--- config.mk ---
export PLATFORM = sky130hd
export DESIGN_NAME = tlm_batch_sched
export DESIGN_NICKNAME = d
export VERILOG_FILES = /design/src/rtl/tlm_batch_sched.sv
export SDC_FILE = /design/constraint.sdc
export NUM_CORES = 1
export LEC_CHECK = 0
export ABC_CLOCK_PERIOD_IN_PS = 7200
export CAP_MARGIN = 20
export CORE_MARGIN = 4
export CORE_UTILIZATION = 60
export CTS_CLUSTER_DIAMETER = 40
export CTS_CLUSTER_SIZE = 30
export DETAILED_ROUTE_END_ITERATION = 8
export PLACE_DENSITY = 0.89
export SLEW_MARGIN = 20
export SYNTH_ARGS = -nofsm -noshare
export SYNTH_HDL_FRONTEND = slang
export SYNTH_SLANG_ARGS = --single-unit
--- constraint.sdc ---
create_clock -name clk_i -period 7.2 [get_ports clk_i]
set_input_delay 1.44 -clock clk_i [delete_from_list [all_inputs] [get_ports clk_i]]
set_output_delay 1.44 -clock clk_i [all_outputs]
set_load 0.02 [all_outputs]
--- src/rtl/tlm_batch_sched.sv ---
// Ping-pong batch scheduler: requests NUM-pair batches from the host, buffers them in two banks
// and streams one {A,B} pair per cycle to the operand bfm until MAX_BATCHES have been issued.
module tlm_batch_sched #(
    parameter int unsigned NUM         = 16,
    parameter int unsigned ITEM_WIDTH  = 8,
    parameter int unsigned MAX_BATCHES = 2000
) (
    input  logic                    clk_i,
    input  logic                    reset_ni,
    input  logic                    start_i,
    output logic                    batch_req_o,
    input  logic                    wr_valid_i,
    output logic                    wr_ready_o,
    input  logic [2*ITEM_WIDTH-1:0] wr_data_i,
    input  logic                    stall_i,
    output logic [ITEM_WIDTH-1:0]   a_o,
    output logic [ITEM_WIDTH-1:0]   b_o,
    output logic                    xmit_o,
    output logic                    batch_done_o,
    output logic [31:0]             batch_cnt_o,
    output logic                    busy_o,
    output logic                    done_o
);

    localparam int unsigned    IdxW    = $clog2(NUM);
    localparam logic [IdxW-1:0] LastIdx = IdxW'(NUM - 1);
    localparam logic [31:0]    MaxCnt  = 32'(MAX_BATCHES);

    typedef enum logic [1:0] {StIdle, StRun, StFinish} state_e;
    typedef enum logic [1:0] {BkEmpty, BkFilling, BkFull, BkDraining} bank_e;

    state_e                  state_q, state_d;
    bank_e                   bank_q [2];
    bank_e                   bank_d [2];
    logic [1:0]              pend_q, pend_d;
    logic                    fill_q, fill_d;
    logic                    drain_q, drain_d;
    logic [IdxW-1:0]         wr_idx_q, wr_idx_d;
    logic [IdxW-1:0]         rd_idx_q, rd_idx_d;
    logic [31:0]             req_cnt_q, req_cnt_d;
    logic [31:0]             batch_cnt_q, batch_cnt_d;
    logic [ITEM_WIDTH-1:0]   a_q, a_d, b_q, b_d;
    logic                    xmit_q, xmit_d;
    logic                    bdone_q, bdone_d;
    logic [2*ITEM_WIDTH-1:0] mem_q [2][NUM];

    logic                    run, enter_run, req_ok, req_fire, req_bank;
    logic [1:0]              can_req, granted;
    logic                    wr_ready, wr_fire, fill_last;
    logic                    rd_ok, rd_last;
    logic [2*ITEM_WIDTH-1:0] rd_word;

    assign run       = (state_q == StRun);
    assign enter_run = start_i && (state_q != StRun);
    assign req_ok    = run && ((MaxCnt == 32'd0) || (req_cnt_q < MaxCnt));

    always_comb begin
        for (int i = 0; i < 2; i++) begin
            can_req[i] = (bank_q[i] == BkEmpty) && !pend_q[i];
        end
    end

    // Prefer the bank the host will write next so a late request never blocks the fill pointer.
    assign req_bank  = can_req[fill_q] ? fill_q : !fill_q;
    assign req_fire  = req_ok && (can_req != 2'b00);
    assign granted   = pend_q | (req_fire ? (2'b01 << req_bank) : 2'b00);
    assign wr_ready  = run && granted[fill_q];
    assign wr_fire   = wr_valid_i && wr_ready;
    assign fill_last = wr_fire && (wr_idx_q == LastIdx);

    assign rd_ok   = run && !stall_i &&
                     ((bank_q[drain_q] == BkFull) || (bank_q[drain_q] == BkDraining));
    assign rd_last = rd_ok && (rd_idx_q == LastIdx);
    assign rd_word = mem_q[drain_q][rd_idx_q];

    always_ff @(posedge clk_i) begin
        if (!reset_ni) begin
            state_q <= StIdle;
        end else begin
            state_q <= state_d;
        end
    end

    always_comb begin
        state_d = state_q;
        unique case (state_q)
            StIdle:   if (start_i) state_d = StRun;
            StRun:    if ((MaxCnt != 32'd0) && (batch_cnt_q == MaxCnt)) state_d = StFinish;
            StFinish: if (start_i) state_d = StRun;
            default:  state_d = StIdle;
        endcase
    end

    always_comb begin
        batch_req_o  = req_fire;
        wr_ready_o   = wr_ready;
        busy_o       = run;
        done_o       = (state_q == StFinish);
        a_o          = a_q;
        b_o          = b_q;
        xmit_o       = xmit_q;
        batch_done_o = bdone_q;
        batch_cnt_o  = batch_cnt_q;
    end

    always_comb begin
        bank_d      = bank_q;
        pend_d      = pend_q;
        fill_d      = fill_q;
        drain_d     = drain_q;
        wr_idx_d    = wr_idx_q;
        rd_idx_d    = rd_idx_q;
        req_cnt_d   = req_cnt_q;
        batch_cnt_d = batch_cnt_q;
        a_d         = a_q;
        b_d         = b_q;
        xmit_d      = 1'b0;
        bdone_d     = 1'b0;
        if (enter_run) begin
            bank_d[0]   = BkEmpty;
            bank_d[1]   = BkEmpty;
            pend_d      = 2'b00;
            fill_d      = 1'b0;
            drain_d     = 1'b0;
            wr_idx_d    = '0;
            rd_idx_d    = '0;
            req_cnt_d   = 32'd0;
            batch_cnt_d = 32'd0;
        end else begin
            if (req_fire) begin
                pend_d[req_bank] = 1'b1;
                req_cnt_d        = req_cnt_q + 32'd1;
            end
            if (wr_fire) begin
                if (fill_last) begin
                    bank_d[fill_q] = BkFull;
                    pend_d[fill_q] = 1'b0;
                    fill_d         = !fill_q;
                    wr_idx_d       = '0;
                end else begin
                    bank_d[fill_q] = BkFilling;
                    wr_idx_d       = wr_idx_q + 1'b1;
                end
            end
            // Fill and drain always target different banks, so both updates can land together.
            if (rd_ok) begin
                a_d    = rd_word[ITEM_WIDTH-1:0];
                b_d    = rd_word[2*ITEM_WIDTH-1:ITEM_WIDTH];
                xmit_d = 1'b1;
                if (rd_last) begin
                    bank_d[drain_q] = BkEmpty;
                    drain_d         = !drain_q;
                    rd_idx_d        = '0;
                    bdone_d         = 1'b1;
                    batch_cnt_d     = batch_cnt_q + 32'd1;
                end else begin
                    bank_d[drain_q] = BkDraining;
                    rd_idx_d        = rd_idx_q + 1'b1;
                end
            end
        end
    end

    always_ff @(posedge clk_i) begin
        if (!reset_ni) begin
            bank_q[0]   <= BkEmpty;
            bank_q[1]   <= BkEmpty;
            pend_q      <= 2'b00;
            fill_q      <= 1'b0;
            drain_q     <= 1'b0;
            wr_idx_q    <= '0;
            rd_idx_q    <= '0;
            req_cnt_q   <= 32'd0;
            batch_cnt_q <= 32'd0;
            a_q         <= '0;
            b_q         <= '0;
            xmit_q      <= 1'b0;
            bdone_q     <= 1'b0;
        end else begin
            bank_q      <= bank_d;
            pend_q      <= pend_d;
            fill_q      <= fill_d;
            drain_q     <= drain_d;
            wr_idx_q    <= wr_idx_d;
            rd_idx_q    <= rd_idx_d;
            req_cnt_q   <= req_cnt_d;
            batch_cnt_q <= batch_cnt_d;
            a_q         <= a_d;
            b_q         <= b_d;
            xmit_q      <= xmit_d;
            bdone_q     <= bdone_d;
        end
    end

    // Bank contents carry no reset; bank state alone decides what is valid.
    always_ff @(posedge clk_i) begin
        if (wr_fire) begin
            mem_q[fill_q][wr_idx_q] <= wr_data_i;
        end
    end

endmodule

==> impl_summary.log, run 1 <==
INFO  metric chipHeight = 206 um
INFO  metric peakVddDrop = 0.000210 V
INFO  metric hold_class = flop to flop
INFO  metric flow.area_growth_from_synthesis = 13.9%
INFO  metric globalRoute.totalOverflow = 0
INFO  metric grtUsageMet2 = 43.2%
INFO  metric yosys.area.top_type = sky130_fd_sc_hd__edfxtp_1
INFO  metric critical_path_required = 5.76 ns
INFO  metric antenna_violating_nets_left = 0
INFO  metric place_worst_setup_slack = 3.03 ns
INFO  metric period_needed = 4.53 ns
INFO  metric grt_util_met1 = 38.1%
INFO  metric pwr_density_cell = 259 nW/um^2
INFO  metric detailedPlacementHpwl = 31500 um
INFO  metric initial_utilization = 60.9%
INFO  metric postSynth.asyncResetShare = 0%
INFO  metric layout.cells.most_common = sky130_fd_sc_hd__edfxtp_1
INFO  metric grt_max_degree = 89
INFO  metric critPathMaxStageDelay = 0.68 ns
INFO  metric cts_hold_buf = 0
INFO  metric worst_clock_skew = 0.0303 ns
INFO  metric vias = 13600
INFO  metric synth.ff_latch_count = 613
INFO  metric use_met3 = 5.59%
INFO  metric synth_seq_area_share = 73.6%
INFO  metric netlist.area_leader.share = 65.1%
INFO  metric core_area = 38800 um^2
INFO  metric number_of_buffers_inserted_during_clock_tree_synthesis = 54
INFO  metric drc_errors = 0
INFO  metric min_period_over_period = 63.0%
INFO  metric post_cts_resize_count = 0
INFO  metric crit_fanout = 9
INFO  metric io_pins = 75
INFO  metric grt_setup_unrepaired = no
INFO  metric slew_viol_final = 0
INFO  metric die_span_x = 206 um
INFO  metric ctsRootBufferMaster = sky130_fd_sc_hd__clkbuf_16
INFO  metric drv.max_cap_violation_count = 0
INFO  metric site_rows = 72
INFO  metric result_of_the_run = finished, final reports clean
INFO  metric via_per_inst = 6.86
INFO  metric cells_after_synth = 1312
INFO  metric placed_cells = 1875
INFO  metric cellLeakagePower = 8.33 nW
INFO  metric fin_nets = 1442
INFO  metric synthesis.nets = 1341
INFO  metric critPathSlowestCell = sky130_fd_sc_hd__o31ai_2
INFO  metric timing.critical_path.cells = nor4_1, nand4_1, o31ai_2, and3_1, clkdlybuf4s50_1
INFO  metric clkLatencyLatePin = 0.61 ns
INFO  metric finalHoldViolations = 0
INFO  metric stdcell_count = 1977
INFO  metric fin_ws = 2.67 ns
INFO  metric grt_pass1_wl = 86200 um
INFO  metric setup_viol_count_final = 0
INFO  metric postSynthAreaPerCell = 18.0 um^2
INFO  metric port_buffers = 74
INFO  metric cts.reportedPaths.clkPinSlew = 0.07 ns
INFO  metric drt_wl_total = 56800 um
INFO  metric share_of_layout_cells_above_drive_strength_1 = 20.2%
INFO  metric die_area = 42600 um^2
INFO  metric gp_congestion = 0.832
INFO  metric cts-root-to-sink-buffers = 3
INFO  metric setup_tns = 0 ns
INFO  metric starting_drt_drc_count = 2068
INFO  metric synth.cell_area = 23600 um^2
INFO  metric setup.worst_path.start_class = flop
INFO  metric post_synth_edffs = 512
INFO  metric worst-slew-pin-transition = 1.10 ns
INFO  metric wl_per_cell = 28.8 um
INFO  metric tritoncts = built
INFO  metric antenna_found_initial = 0
INFO  metric crit_arrival = 3.09 ns
INFO  metric critical_path.endpoint_type = output pin
INFO  metric track_usage = 27.1%
INFO  metric synth.lib_cells_used.distinct = 60
INFO  metric yosysWarningCount = 0
INFO  metric post-cts-setup-buffer-count = 0
INFO  metric timing.max_slew.rel_slack = 26.8%
INFO  metric synth.top_cells.by_area = sky130_fd_sc_hd__edfxtp_1 (65%), sky130_fd_sc_hd__mux4_2 (12%), sky130_fd_sc_hd__dfxtp_1 (8.6%), sky130_fd_sc_hd__a22oi_1 (2.1%), sky130_fd_sc_hd__nand3_1 (1.4%)
INFO  metric antenna_cells = 0
INFO  metric first_global_vias = 13500
INFO  metric grt-busiest-layer = met2
INFO  metric fmax = 221 MHz
INFO  metric clock_sink_count = 613
INFO  metric clock_tree.htree_level_count = 2
INFO  metric detail_route.first_pass.iterations = 7
INFO  metric path_class = flop to output pin
INFO  metric layout.filler_cells = 2136
INFO  metric most-common-layout-cells = sky130_fd_sc_hd__edfxtp_1 (512), sky130_fd_sc_hd__mux4_2 (128), sky130_fd_sc_hd__dfxtp_1 (99)
INFO  metric dominantRegCellSynth = sky130_fd_sc_hd__edfxtp_1
==> layout make-up <==
class                      instances  area [um^2]  share of cell area, %
timing repair buffer             114          983                   3.65
sequential                       613        17400                   64.6
tap                              518          648                   2.41
clock inverter                    41          468                   1.74
multi-input combinational        617         5960                   22.1
inverter                          13         48.8                  0.181
clock buffer                      61         1420                   5.26
==> per-layer routing <==
metal,vias to the layer above,wire (um)
met5,-,0
met4,0,2150
met3,165,6290
met2,962,28200
met1,6885,20200
li1,5541,-
==> worst paths after layout <==
path / from / to / slack (ns) / cells past startpoint
max reg2reg: rd_idx_q[0] / a_o[1] / 3.64 / 6
min: req_cnt_q[10] / req_cnt_q[10] / 0.46 / 2
max: req_cnt_q[31] / wr_ready_o / 2.67 / 5
min reg2reg: req_cnt_q[10] / req_cnt_q[10] / 0.46 / 2
==> flip-flops by register name, summed over array words and instances (netlist names), named ones only <==
name,count
pend_q,2
b_o,8
fill_q,1
xmit_o,1
batch_cnt_o,32
rd_idx_q,4
a_o,8
wr_idx_q,4
drain_q,1
state_q,2
req_cnt_q,32
batch_done_o,1
mem_q,512
bank_q,4
==> where the power goes <==
part	switching, W	internal [W]	leakage (nW)
clock network	0.00141	0.00160	0.911
logic	0.0000943	0.0000266	2.00
registers	0.00000509	0.00384	5.42
total	0.00151	0.00546	8.33
==> cells in the mapped netlist, types with 16 or more instances <==
cell	count
sky130_fd_sc_hd__nand2_1	34
sky130_fd_sc_hd__clkbuf_1	55
sky130_fd_sc_hd__a21oi_1	29
sky130_fd_sc_hd__xor2_1	20
sky130_fd_sc_hd__o2111a_1	17
sky130_fd_sc_hd__nand4_1	21
sky130_fd_sc_hd__nand3_1	65
sky130_fd_sc_hd__a22oi_1	65
sky130_fd_sc_hd__edfxtp_1	512
sky130_fd_sc_hd__and2_1	28
sky130_fd_sc_hd__dfxtp_1	101
sky130_fd_sc_hd__nor2_1	76
sky130_fd_sc_hd__o21ai_0	16
sky130_fd_sc_hd__mux4_2	128
==> worst max-delay path: cells and delay by family, from the launching register on <==
| kind | cells | cell delay, ns |
|---|---|---|
| DFF | 1 | 0.31 |
| and+or+nand+nor | 3 | 0.91 |
| buffers and inverters | 1 | 0.60 |
| AOI/OAI and AO/OA | 1 | 0.68 |
==> through the flow <==
step | hold slack, ns | instance area [um^2] | total power, W | util [%]
5_1_grt | 0.472 | 26900 | 0.00715 | 69.4
2_1_floorplan | 0.426 | 23600 | 0.00397 | -
3_5_place_dp | 0.443 | 25100 | 0.00405 | 64.7
4_1_cts | 0.459 | 27000 | 0.00699 | 69.5
3_3_place_gp | 0.434 | 25100 | 0.00404 | 64.7
6_report | 0.457 | 26900 | 0.00697 | 69.4
==> logic make-up after synthesis <==
logic type,share of synthesized area [%]
flip-flops,73.6
AND/OR/NAND/NOR,6.54
AO/OA/AOI/OAI,4.84
multiplexers,12.4
buffers and inverters,1.32
XOR/XNOR,0.852
adder cells (fa/ha/maj),0.424
Power figures use the tool's default switching activity.
==> run 2: changes to the inputs <==
--- a/config.mk
+++ b/config.mk
@@ -5,7 +5,7 @@
 export SDC_FILE = /design/constraint.sdc
 export NUM_CORES = 1
 export LEC_CHECK = 0
-export ABC_CLOCK_PERIOD_IN_PS = 7200
+export ABC_CLOCK_PERIOD_IN_PS = 4640
 export CAP_MARGIN = 20
 export CORE_MARGIN = 4
 export CORE_UTILIZATION = 60
==> constraint.sdc (replaced) <==
create_clock -name clk_i -period 4.64 [get_ports clk_i]
set_input_delay 0.928 -clock clk_i [delete_from_list [all_inputs] [get_ports clk_i]]
set_output_delay 0.928 -clock clk_i [all_outputs]
set_load 0.02 [all_outputs]
==> run 2 against run 1 <==
Net effect:
- worst setup slack worse by 2.1 ns
- hold slack improved by 0.0048 ns
- first-iteration DRC count up 7.0%
- routed wire length increased by 3.5%
- final cell count rose by 0.25%
- sequential cell count unchanged
- clock skew grew 0.0010 ns
- die area did not move
==> impl_summary.log, run 2 (synthesized netlist as in run 1, its figures left out) <==
INFO  metric fmax = 248 MHz
INFO  metric tritoncts = built (unchanged)
INFO  metric antenna_violating_nets_left = 0 (unchanged)
INFO  metric setup_viol_count_final = 0 (unchanged)
INFO  metric pwr_density_cell = 403 nW/um^2 (was 259 nW/um^2)
INFO  metric worst_clock_skew = 0.0314 ns (was 0.0303 ns)
INFO  metric p_int = 0.00845 W (was 0.00546 W)
INFO  metric wl_per_cell = 29.7 um (was 28.8 um)
INFO  metric number_of_buffers_inserted_during_clock_tree_synthesis = 53 (was 54)
INFO  metric setup_tns = 0 ns (unchanged)
INFO  metric timing.max_slew.rel_slack = 36.0% (was 26.8%)
INFO  metric cellLeakagePower = 8.37 nW (was 8.33 nW)
INFO  metric share_of_layout_cells_above_drive_strength_1 = 20.5% (was 20.2%)
INFO  metric largest_reg_flops = 512 (unchanged)
INFO  metric die_area = 42600 um^2 (unchanged)
INFO  metric first_global_vias = 13400 (was 13500)
INFO  metric total_switching_power = 0.00242 W (was 0.00151 W)
INFO  metric min_period_over_period = 86.9%
INFO  metric grtUsageMet2 = 43.6% (was 43.2%)
INFO  metric grt_max_degree = 64 (was 89)
INFO  metric clkLatencyLatePin = 0.62 ns (was 0.61 ns)
INFO  metric clock_tree.htree_level_count = 2 (unchanged)
INFO  metric fin_nets = 1446 (was 1442)
INFO  metric critical_path.endpoint_type = output pin (unchanged)
INFO  metric grt_pass1_wl = 87600 um (was 86200 um)
INFO  metric clock_sink_count = 613 (unchanged)
INFO  metric hold_class = flop to flop (unchanged)
INFO  metric switching_share = 22.2% (was 21.7%)
INFO  metric critical_path_required = 3.71 ns (was 5.76 ns)
INFO  metric worst-slew-pin-transition = 0.957 ns (was 1.10 ns)
INFO  metric pwr-share-clk = 43.4% (was 43.1%)
INFO  metric grt_setup_unrepaired = no (unchanged)
INFO  metric ctsRootBufferMaster = sky130_fd_sc_hd__clkbuf_16 (unchanged)
INFO  metric flow.area_growth_from_synthesis = 14.1% (was 13.9%)
INFO  metric peakVddDrop = 0.000510 V (was 0.000210 V)
INFO  metric detail_route.first_pass.iterations = 6 (was 7)
INFO  metric cts-root-to-sink-buffers = 3 (unchanged)
INFO  metric period_needed = 4.03 ns
INFO  metric most-common-layout-cells = sky130_fd_sc_hd__edfxtp_1 (512), sky130_fd_sc_hd__mux4_2 (128), sky130_fd_sc_hd__dfxtp_1 (99) (unchanged)
INFO  metric drv.max_cap_violation_count = 0 (unchanged)
INFO  metric drt_wl_total = 58900 um (was 56800 um)
INFO  metric final_design_utilization = 69.5% (was 69.4%)
INFO  metric grt_util_met1 = 38.1% (about the same)
INFO  metric port_buffers = 74 (unchanged)
INFO  metric layout.cells.most_common = sky130_fd_sc_hd__edfxtp_1 (unchanged)
INFO  metric setup.worst_path.start_class = flop (unchanged)
INFO  metric post_cts_resize_count = 0 (unchanged)
INFO  metric finalHoldViolations = 0 (unchanged)
INFO  metric core_area = 38800 um^2 (unchanged)
INFO  metric io_pins = 75 (unchanged)
INFO  metric die_span_x = 206 um (unchanged)
INFO  metric gp_congestion = 0.889 (was 0.832)
INFO  metric placedInstanceArea = 25200 um^2 (was 25100 um^2)
INFO  metric initial_utilization = 60.9% (unchanged)
INFO  metric path_class = flop to output pin (unchanged)
INFO  metric crit_arrival = 3.11 ns (was 3.09 ns)
INFO  metric cts.reportedPaths.clkPinSlew = 0.07 ns (about the same)
INFO  metric finish.instance_area = 27000 um^2 (was 26900 um^2)
INFO  metric result_of_the_run = finished, final reports clean (unchanged)
INFO  metric power.sequential.fraction = 54.9% (was 55.1%)
INFO  metric post-cts-setup-buffer-count = 0 (unchanged)
INFO  metric grt-busiest-layer = met2 (unchanged)
INFO  metric chipHeight = 206 um (unchanged)
INFO  metric comb_power_share = 1.8% (was 1.7%)
INFO  metric crit_fanout = 9 (unchanged)
INFO  metric drc_errors = 0 (unchanged)
INFO  metric globalRoute.totalOverflow = 0 (unchanged)
INFO  metric use_met3 = 6.51% (was 5.59%)
INFO  metric layout.filler_cells = 2149 (was 2136)
INFO  metric detailedPlacementHpwl = 32300 um (was 31500 um)
INFO  metric starting_drt_drc_count = 2213 (was 2068)
INFO  metric slew_viol_final = 0 (unchanged)
INFO  metric antenna_found_initial = 1 (was 0)
INFO  metric r2r_slack = 1.32 ns (was 3.64 ns)
INFO  metric via_per_inst = 6.93 (was 6.86)
INFO  metric vias = 13700 (was 13600)
INFO  metric largest_register = mem_q (unchanged)
INFO  metric cts_hold_buf = 0 (unchanged)
INFO  metric site_rows = 72 (unchanged)
INFO  metric hold-worst-slack = 0.461 ns (was 0.457 ns)
INFO  metric track_usage = 27.9% (was 27.1%)
## run 2: per-stage QoR
step	std cells	setup WS (ns)	total power, W
after CTS	1980	0.612	0.0109
after floorplan	1312	1.77	0.00615
after detailed placement	1880	1.10	0.00628
after global routing	1980	0.421	0.0111
after global placement	1880	1.27	0.00627
final	1982	0.606	0.0109
## run 2: worst paths after layout
path / startpoint / to / cells past startpoint
min: req_cnt_q[27] / req_cnt_q[27] / 1
min reg2reg: req_cnt_q[27] / req_cnt_q[27] / 1
max reg2reg: req_cnt_q[31] / mem_q[0][29] / 5
max: req_cnt_q[31] / wr_ready_o / 5
## run 2: per-layer routing
metal	part of all wire (%)	up-vias
li1	-	5560
met1	34	6835
met2	48	1102
met3	12	246
met4	5.6	2
met5	0.012	-
## run 2: power groups by stage
stage          Clock, W  Sequential [W]  Combinational (W)
2_1_floorplan         0         0.00609          0.0000654
3_3_place_gp          0         0.00609           0.000175
3_5_place_dp          0         0.00609           0.000189
4_1_cts         0.00474         0.00597           0.000192
5_1_grt         0.00498         0.00596           0.000201
6_report        0.00471         0.00596           0.000191
## run 2: layout make-up
cell class	count	area [um^2]	area share (%)
Multi-Input combinational cell	617	5950	22.1
Tap cell	518	648	2.40
Sequential cell	613	17400	64.5
Timing Repair Buffer	119	1020	3.79
Clock inverter	43	529	1.96
Antenna cell	2	5.00	0.0186
Clock buffer	57	1360	5.05
Inverter	13	48.8	0.181
## run 2: critical path, stage by stage, from the launching register on
cell                              delay, ns
sky130_fd_sc_hd__dfxtp_1               0.31
sky130_fd_sc_hd__nor4_1                0.31
sky130_fd_sc_hd__nand4_1               0.33
sky130_fd_sc_hd__o31ai_2               0.70
sky130_fd_sc_hd__and3_1                0.24
sky130_fd_sc_hd__clkdlybuf4s50_1       0.61
